[config.mk]
export PLATFORM = sky130hd
export DESIGN_NAME = pkt_wrr_arb
export DESIGN_NICKNAME = d
export VERILOG_FILES = /design/src/rtl/pkt_wrr_arb.sv
export SDC_FILE = /design/constraint.sdc
export NUM_CORES = 1
export LEC_CHECK = 0
export CAP_MARGIN = 15
export CORE_ASPECT_RATIO = 0.6
export CORE_UTILIZATION = 40
export CTS_BUF_LIST = sky130_fd_sc_hd__clkbuf_8 sky130_fd_sc_hd__clkbuf_16
export DETAILED_ROUTE_END_ITERATION = 10
export HOLD_SLACK_MARGIN = 0.1
export PLACE_DENSITY = 0.84
export SYNTH_ARGS = -nofsm -noshare
export SYNTH_HDL_FRONTEND = slang
export SYNTH_SLANG_ARGS = --single-unit
[constraint.sdc]
create_clock -name clk -period 3.1 [get_ports clk]
set_clock_uncertainty 0.1 [all_clocks]
set_input_delay 0.31 -clock clk [delete_from_list [all_inputs] [get_ports clk]]
set_output_delay 0.31 -clock clk [all_outputs]
set_load 0.005 [all_outputs]
[src/rtl/pkt_wrr_arb.sv]
// pkt_wrr_arb: 4-source weighted round-robin packet arbiter for AXI-Stream.
// One source at a time owns the output stream. A grant is held for whole
// TLAST-delimited packets, and a source may send up to WEIGHTn packets per
// turn before the grant rotates. The datapath is a pure combinational mux.
//
// Ports:
//   clk, rst                  clock, synchronous active-high reset
//   srcN_TDATA/TVALID/TLAST   source N stream inputs (N = 0..3)
//   srcN_TREADY               source N ready (only the granted source sees it)
//   res_TDATA/TVALID/TLAST    output stream (zero when nothing is granted)
//   res_TREADY                output ready from the sink
//   gnt                       one-hot current grant, 0 in IDLE
//   dbg_state                 FSM state (0 IDLE, 1 BURST, 2 HOLD)
//   dbg_ptr                   rotation pointer (next source searched first)
//
// Handshake: a beat moves on the rising edge where TVALID and TREADY are both
// high. res_TVALID is a copy of the granted source's TVALID and never looks at
// res_TREADY; res_TREADY is forwarded combinationally to the granted source.
module pkt_wrr_arb #(
  parameter int unsigned DATA_WIDTH = 8,
  parameter string       RESET_TYPE = "ACTIVE_HIGH",
  parameter int unsigned WEIGHT0    = 1,
  parameter int unsigned WEIGHT1    = 1,
  parameter int unsigned WEIGHT2    = 1,
  parameter int unsigned WEIGHT3    = 1
) (
  input  logic                  clk,
  input  logic                  rst,
  input  logic [DATA_WIDTH-1:0] src0_TDATA,
  input  logic                  src0_TVALID,
  output logic                  src0_TREADY,
  input  logic                  src0_TLAST,
  input  logic [DATA_WIDTH-1:0] src1_TDATA,
  input  logic                  src1_TVALID,
  output logic                  src1_TREADY,
  input  logic                  src1_TLAST,
  input  logic [DATA_WIDTH-1:0] src2_TDATA,
  input  logic                  src2_TVALID,
  output logic                  src2_TREADY,
  input  logic                  src2_TLAST,
  input  logic [DATA_WIDTH-1:0] src3_TDATA,
  input  logic                  src3_TVALID,
  output logic                  src3_TREADY,
  input  logic                  src3_TLAST,
  output logic [DATA_WIDTH-1:0] res_TDATA,
  output logic                  res_TVALID,
  input  logic                  res_TREADY,
  output logic                  res_TLAST,
  output logic [3:0]            gnt,
  output logic [1:0]            dbg_state,
  output logic [1:0]            dbg_ptr
);

  if (RESET_TYPE != "ACTIVE_HIGH") begin : g_bad_reset_type
    $error("pkt_wrr_arb: only ACTIVE_HIGH synchronous reset is supported");
  end

  // Weight 0 behaves as 1; anything above the 4-bit credit range saturates.
  function automatic logic [3:0] eff_weight(input int unsigned w);
    if (w == 0)       return 4'd1;
    else if (w > 15)  return 4'd15;
    else              return w[3:0];
  endfunction

  localparam logic [3:0] WT0 = eff_weight(WEIGHT0);
  localparam logic [3:0] WT1 = eff_weight(WEIGHT1);
  localparam logic [3:0] WT2 = eff_weight(WEIGHT2);
  localparam logic [3:0] WT3 = eff_weight(WEIGHT3);

  typedef enum logic [1:0] {
    IDLE  = 2'd0,
    BURST = 2'd1,
    HOLD  = 2'd2
  } state_t;

  state_t      fsm_q, fsm_d;
  logic [1:0]  g_q, g_d;
  logic [1:0]  ptr_q, ptr_d;
  logic [3:0]  credit_q, credit_d;

  logic [DATA_WIDTH-1:0] s_data [4];
  logic [3:0]            s_valid;
  logic [3:0]            s_last;
  logic [3:0]            s_ready;

  logic [1:0]  pick;
  logic        pick_found;
  logic [1:0]  cand;
  logic [3:0]  pick_weight;
  logic        others_valid;

  assign s_data[0] = src0_TDATA;
  assign s_data[1] = src1_TDATA;
  assign s_data[2] = src2_TDATA;
  assign s_data[3] = src3_TDATA;
  assign s_valid   = {src3_TVALID, src2_TVALID, src1_TVALID, src0_TVALID};
  assign s_last    = {src3_TLAST, src2_TLAST, src1_TLAST, src0_TLAST};

  assign src0_TREADY = s_ready[0];
  assign src1_TREADY = s_ready[1];
  assign src2_TREADY = s_ready[2];
  assign src3_TREADY = s_ready[3];

  assign dbg_state = fsm_q;
  assign dbg_ptr   = ptr_q;

  // First valid source searching ptr, ptr+1, ... modulo 4.
  always_comb begin
    pick       = ptr_q;
    pick_found = 1'b0;
    cand       = ptr_q;
    for (int i = 0; i < 4; i++) begin
      cand = ptr_q + 2'(i);
      if (!pick_found && s_valid[cand]) begin
        pick       = cand;
        pick_found = 1'b1;
      end
    end
  end

  always_comb begin
    case (pick)
      2'd0:    pick_weight = WT0;
      2'd1:    pick_weight = WT1;
      2'd2:    pick_weight = WT2;
      default: pick_weight = WT3;
    endcase
  end

  assign others_valid = |(s_valid & ~(4'b0001 << g_q));

  always_comb begin
    fsm_d      = fsm_q;
    g_d        = g_q;
    ptr_d      = ptr_q;
    credit_d   = credit_q;
    gnt        = 4'b0000;
    res_TDATA  = '0;
    res_TVALID = 1'b0;
    res_TLAST  = 1'b0;
    s_ready    = 4'b0000;

    case (fsm_q)
      IDLE: begin
        if (pick_found) begin
          g_d      = pick;
          credit_d = pick_weight;
          fsm_d    = BURST;
        end
      end

      BURST, HOLD: begin
        gnt[g_q]     = 1'b1;
        res_TDATA    = s_data[g_q];
        res_TVALID   = s_valid[g_q];
        res_TLAST    = s_last[g_q];
        s_ready[g_q] = res_TREADY;

        if (fsm_q == HOLD && !s_valid[g_q]) begin
          // Between packets with nothing from the owner: give up the rest of
          // the turn only if someone else is waiting.
          if (others_valid) begin
            fsm_d = IDLE;
            ptr_d = g_q + 2'd1;
          end
        end else begin
          // Once the owner shows a beat we are inside a packet again; a
          // single-beat packet in HOLD resolves its TLAST outcome right here.
          fsm_d = BURST;
          if (s_valid[g_q] && res_TREADY && s_last[g_q]) begin
            if (credit_q <= 4'd1) begin
              fsm_d = IDLE;
              ptr_d = g_q + 2'd1;
            end else begin
              credit_d = credit_q - 4'd1;
              fsm_d    = HOLD;
            end
          end
        end
      end

      default: fsm_d = IDLE;
    endcase
  end

  always_ff @(posedge clk) begin
    if (rst) begin
      fsm_q    <= IDLE;
      g_q      <= 2'd0;
      ptr_q    <= 2'd0;
      credit_q <= 4'd0;
    end else begin
      fsm_q    <= fsm_d;
      g_q      <= g_d;
      ptr_q    <= ptr_d;
      credit_q <= credit_d;
    end
  end

endmodule

### Yosys cells after proc, flatten, opt, wreduce, memory -nomap -nowiden

Index checks and enable logic that the tools add are counted.

* register bits: 10
* input bits: 43

* add/subtract/negate cells: 5
* $lt $le $gt $ge: 8
* equal/unequal tests: 8
* shift operators: 1
* multiplexer cells: 44
* bitwise operators: 4
* reduce and logical (&&, ||, !) cells: 21

Operators with widths (count)
* 2-to-1 mux 2 bit: 12
* 2-to-1 mux 4 bit: 6
* 2-to-1 mux 8 bit: 3
* binary-select mux 8 bit (select 2 bit): 1
* less-than comparator 2 x 3 -> 1 bit, second input constant: 5
* 2-to-1 mux 1 bit: 13
* binary-select mux 1 bit (select 2 bit): 6
* inequality test 2 bit, second input constant: 5
* AND 4 bit: 2
* one-hot mux 4 bit (2 select lines): 1
* logical AND 1 bit: 7
* nonzero test 2 bit: 3
* AND reduction 5 bit: 1
* adder 2 x 1 -> 2 bit, second input constant: 2
* adder 2 bit, second input constant: 2
* less-or-equal comparator 4 x 1 -> 1 bit, second input constant: 1
* zero test 1 bit: 4
* NOT 4 bit: 1
* one-hot mux 2 bit (2 select lines): 1
* AND reduction 2 bit: 2
* AND reduction 4 bit: 1
* OR reduction 4 bit: 1
* << shifter 1 x 2 -> 4 bit, first input constant: 1
* subtractor 4 x 1 -> 4 bit, second input constant: 1
* other kinds (9): 9

### Longest topological paths before layout

* depth after elaboration: 14
* mapped depth: 8

### Least setup slack after synthesis

No wires, ideal clock.

* kind: register to register
* start point: register g_q[0]
* end point: register ptr_q[1] (netlist: dbg_ptr[1])
* setup time: 0.128 ns
* arrival time: 1.906 ns
* data required time: 2.872 ns
* path slack: 0.966 ns
* stages on the path, launching flop included: 9
* buffers on the path: 1
* period minus slack after synthesis: 2.134 ns
* cells stage by stage: dfxtp_1 buf_2 inv_1 ha_1 nand2b_1 o2111a_1 o32ai_1 mux2i_1 nor2_1

* word-level cells in the longest chain between the ends: 6
* elaborated cells on any way between the ends: 21
* classes of those cells: add/sub (1); eq/ne (1); shift (1); mux (8); bitwise (2); reduce/logical (8)

Ends and longest elaborated chain
* from (decl): RTL line 77 `logic [1:0] g_q, g_d;`
* from (signal assigned): RTL line 194 `g_q <= g_d;`
* binary-select mux 1 bit (select 2 bit) / << shifter 1 x 2 -> 4 bit (equally long branches): RTL line 159, 170, 130
* 2-to-1 mux 1 bit (not written as such) / NOT 4 bit (equally long branches): RTL line 159, 170, 130
* zero test 1 bit, or another cell as far along: RTL line 159 `if (fsm_q == HOLD && !s_valid[g_q]) begin`
* logical AND 1 bit, or another cell as far along: RTL line 159
* inequality test 2 bit (no line) / nonzero test 2 bit (equally long branches)
* AND reduction 4 bit (no line)
* to (signal assigned): RTL line 195 `ptr_q <= ptr_d;`
* to (decl): RTL line 78 `logic [1:0] ptr_q, ptr_d;`

Several ways; a longest one is shown, not always the timed one. The select of a mux whose other input is x is not followed.
A chain may end at the register's enable or synchronous reset.

### Final worst setup path

* start point: input src3_TVALID
* end point: output res_TVALID

* word-level cells in the longest chain between the ends: 3

Ends and longest elaborated chain
* from (decl): RTL line 42 `input logic src3_TVALID,`
* binary-select mux 1 bit (select 2 bit): RTL line 155 `res_TVALID = s_valid[g_q];`
* 2-to-1 mux 1 bit (not written as such): RTL line 155
* 2-to-1 mux 1 bit: RTL line 143 `case (fsm_q)`
* to (decl): RTL line 46 `output logic res_TVALID,`

No other way between the ends. The select of a mux whose other input is x is not followed.

==> metrics.cfg <==
[drt]
wl_per_cell_um = 15.95
first_pass_iters = 4
drt_wl_total_mm = 3.494
drtAntennaViolNets = 0
drc = 0
routed-via-count = 1229
post_drt_via_cell_ratio = 5.612
drt_iter0_drc = 90

[synth]
async_reset_ff_frac = 0
ys.warnings.count = 0
synth_edf_count = 0
yosysTopAreaCell = mux4_2
syn_avg_cell_area_sq_um = 9.107
synth-seq-area-share = 0.1802
yosysUniqueCellTypes = 41
dominantRegCellSynth = dfxtp_1
synth_top_area_share = 0.1824
syn_nets = 174
synth_area_leaders = mux4_2, dfxtp_1, ha_1, and2_1, inv_1
synth-seq-cells = 10
netlist_area_sq_um = 1111
synthCells = 122

[worst_setup_path]
end_kind = output pin
cpMaxStageDelayCell = mux4_2
path_buf_inv = 2
critPathTopFamily = buffers and inverters
path_class = input pin to output pin
cp_data_required_time_ps = 2690
crit_path_max_fanout = 8
start_kind = input pin
slowest_delay_ps = 600
crit_chain = clkdlybuf4s50_1, mux4_2, and2_1, clkdlybuf4s50_1
cp.arrival_ps = 2090
path_common_cell = clkdlybuf4s50_1

[placed_design]
port_buffers = 64
dpl.hpwl_mm = 2.835
place_congestion = 0.8199

[die]
dieArea_sq_um = 2999
start_util = 0.4315
rows = 14
fp.dieH_um = 42.83
die_w_um = 70.04
design.core.area_sq_um = 2575
num_io_pins = 65

[power_and_ir_drop]
power_density_nw_per_um2 = 290.9
leakage_nw = 0.6905
vdd_drop_max_uv = 231.2

[timing]
tightest_slew_ps = 577.9
setup_tns_ps = 0
rsz0062_at_grt = false
max_freq_mhz = 400.8
finalCriticalPeriod_ps = 2495
finalSetupViolCount = 0
hold_viol = 0
finalMaxSlewViolations = 0
maxSlewHeadroom = 0.6142
finalCritPeriodShare = 0.8049

[clock_tree]
cts_buffers = 3
cts_hold_buffers = 0
cts_max_level = 1
clk_latency_ps = 230
cts_tree = done
clockBufferDepth = 2
post_cts_buffers = 0
ctsResizeCount = 0
root_buffer = clkbuf_8
clk_pin_slew_ps = 50
cts_sinks = 10

[global_routing]
antenna_found_initial = 0
grt.total_usage = 0.2525
grt_pass1_wl_mm = 5.947
grt_overflow = 0
grt_max_degree = 25
grt_pass1_vias = 1242

[final_layout]
drive_gt1_frac = 0.1016
fin_util = 0.7123
synthToLayoutAreaGrowth_pct = 65.09
fin_nets = 241
fillers = 192
insertedDiodeCount = 0

[flow_run]
cap_violations = 0

[worst_hold_path]
hold_class = flop to flop

[status]
status = completed

[report_power, final]
part	internal, mW	switching [mW]	total, mW
sequential	0.137	0.0138	0.150
clock	0.0847	0.0465	0.131
combinational	0.155	0.0970	0.252
[sequential cells by signal, indices dropped and copies added, names as in the netlist]
signal,flops
dbg_ptr,2
g_q,2
dbg_state,2
credit_q,4
[layout make-up]
cell class / instances / area [sq um] / share of cell area
Inverter: 10 / 37.54 / 0.02046
Tap cell: 32 / 40.04 / 0.02183
Multi-Input combinational cell: 97 / 852.1 / 0.4645
Sequential cell: 10 / 200.2 / 0.1091
Timing Repair Buffer: 67 / 663.1 / 0.3615
Clock buffer: 3 / 41.29 / 0.02251
[cell families after synthesis]
kind of cell / share of synthesized area
AO/OA/AOI/OAI: 0.1487
adder cells (fa/ha/maj): 0.1014
buffers and inverters: 0.05293
flip-flops: 0.1802
multiplexers: 0.2151
AND/OR/NAND/NOR: 0.3018
[layer usage]
| metal | vias to the layer above | global-route usage | share of wire |
|---|---|---|---|
| met3 | 4 | 0.05463 | 0.048 |
| met5 | - | 0 | 0 |
| li1 | 590 | - | - |
| met4 | 0 | 0.05600 | 0.013 |
| met1 | 598 | 0.3256 | 0.45 |
| met2 | 37 | 0.4365 | 0.49 |
[tightest hold or removal path, stage by stage (launching register included)]
cell	delay, ps
dfxtp_1	310
inv_1	90
o41ai_1	80
[layout by cell type, fill, tap and decap left out, types with 3 or more instances in the layout]
| cell | Yosys | routed |
|---|---|---|
| nor2_1 | 5 | 5 |
| nand2b_1 | 6 | 6 |
| ha_1 | 9 | 9 |
| buf_4 | 0 | 3 |
| dfxtp_1 | 10 | 10 |
| clkbuf_8 | 0 | 3 |
| mux4_2 | 9 | 9 |
| inv_1 | 10 | 10 |
| a21oi_1 | 4 | 4 |
| nand2_1 | 7 | 7 |
| clkdlybuf4s50_1 | 0 | 64 |
| a211oi_1 | 3 | 3 |
| and2_1 | 15 | 15 |
| and3_1 | 4 | 4 |
| nor3_1 | 5 | 5 |
[worst paths after layout]
path / slack (ps) / depth (start not counted) / startpoint / end
hold reg to reg: 440 / 2 / credit_q[1] / credit_q[1]
hold / removal: 440 / 2 / credit_q[1] / credit_q[1]
setup reg to reg: 680 / 7 / g_q[1] / dbg_ptr[1]
setup / recovery: 600 / 4 / src3_TVALID / res_TVALID
[per-stage QoR]
step	setup WS (ps)	area, sq um	hold WS, ps	power, mW	cells
after floorplan	966.2	1111	386.5	0.2714	122
after global placement	666.7	1793	414.0	0.3959	216
after detailed placement	590.3	1793	433.3	0.4032	216
after CTS	624.6	1834	441.0	0.5372	219
after global routing	455.1	1834	473.0	0.5684	219
final	604.8	1834	437.1	0.5336	219
[synth_stat cells, drive strengths merged (2+ instances only)]
master and count:
a211oi 3, a21oi 4, and2 15, and3 4
buf 3, clkbuf 2, dfxtp 10, ha 9
inv 10, mux4 10, nand2 8, nand2b 6
nor2 6, nor2b 2, nor3 5, nor3b 2
nor4 2, o21ai 2
Note: power is estimated with default switching activity, not from simulation.
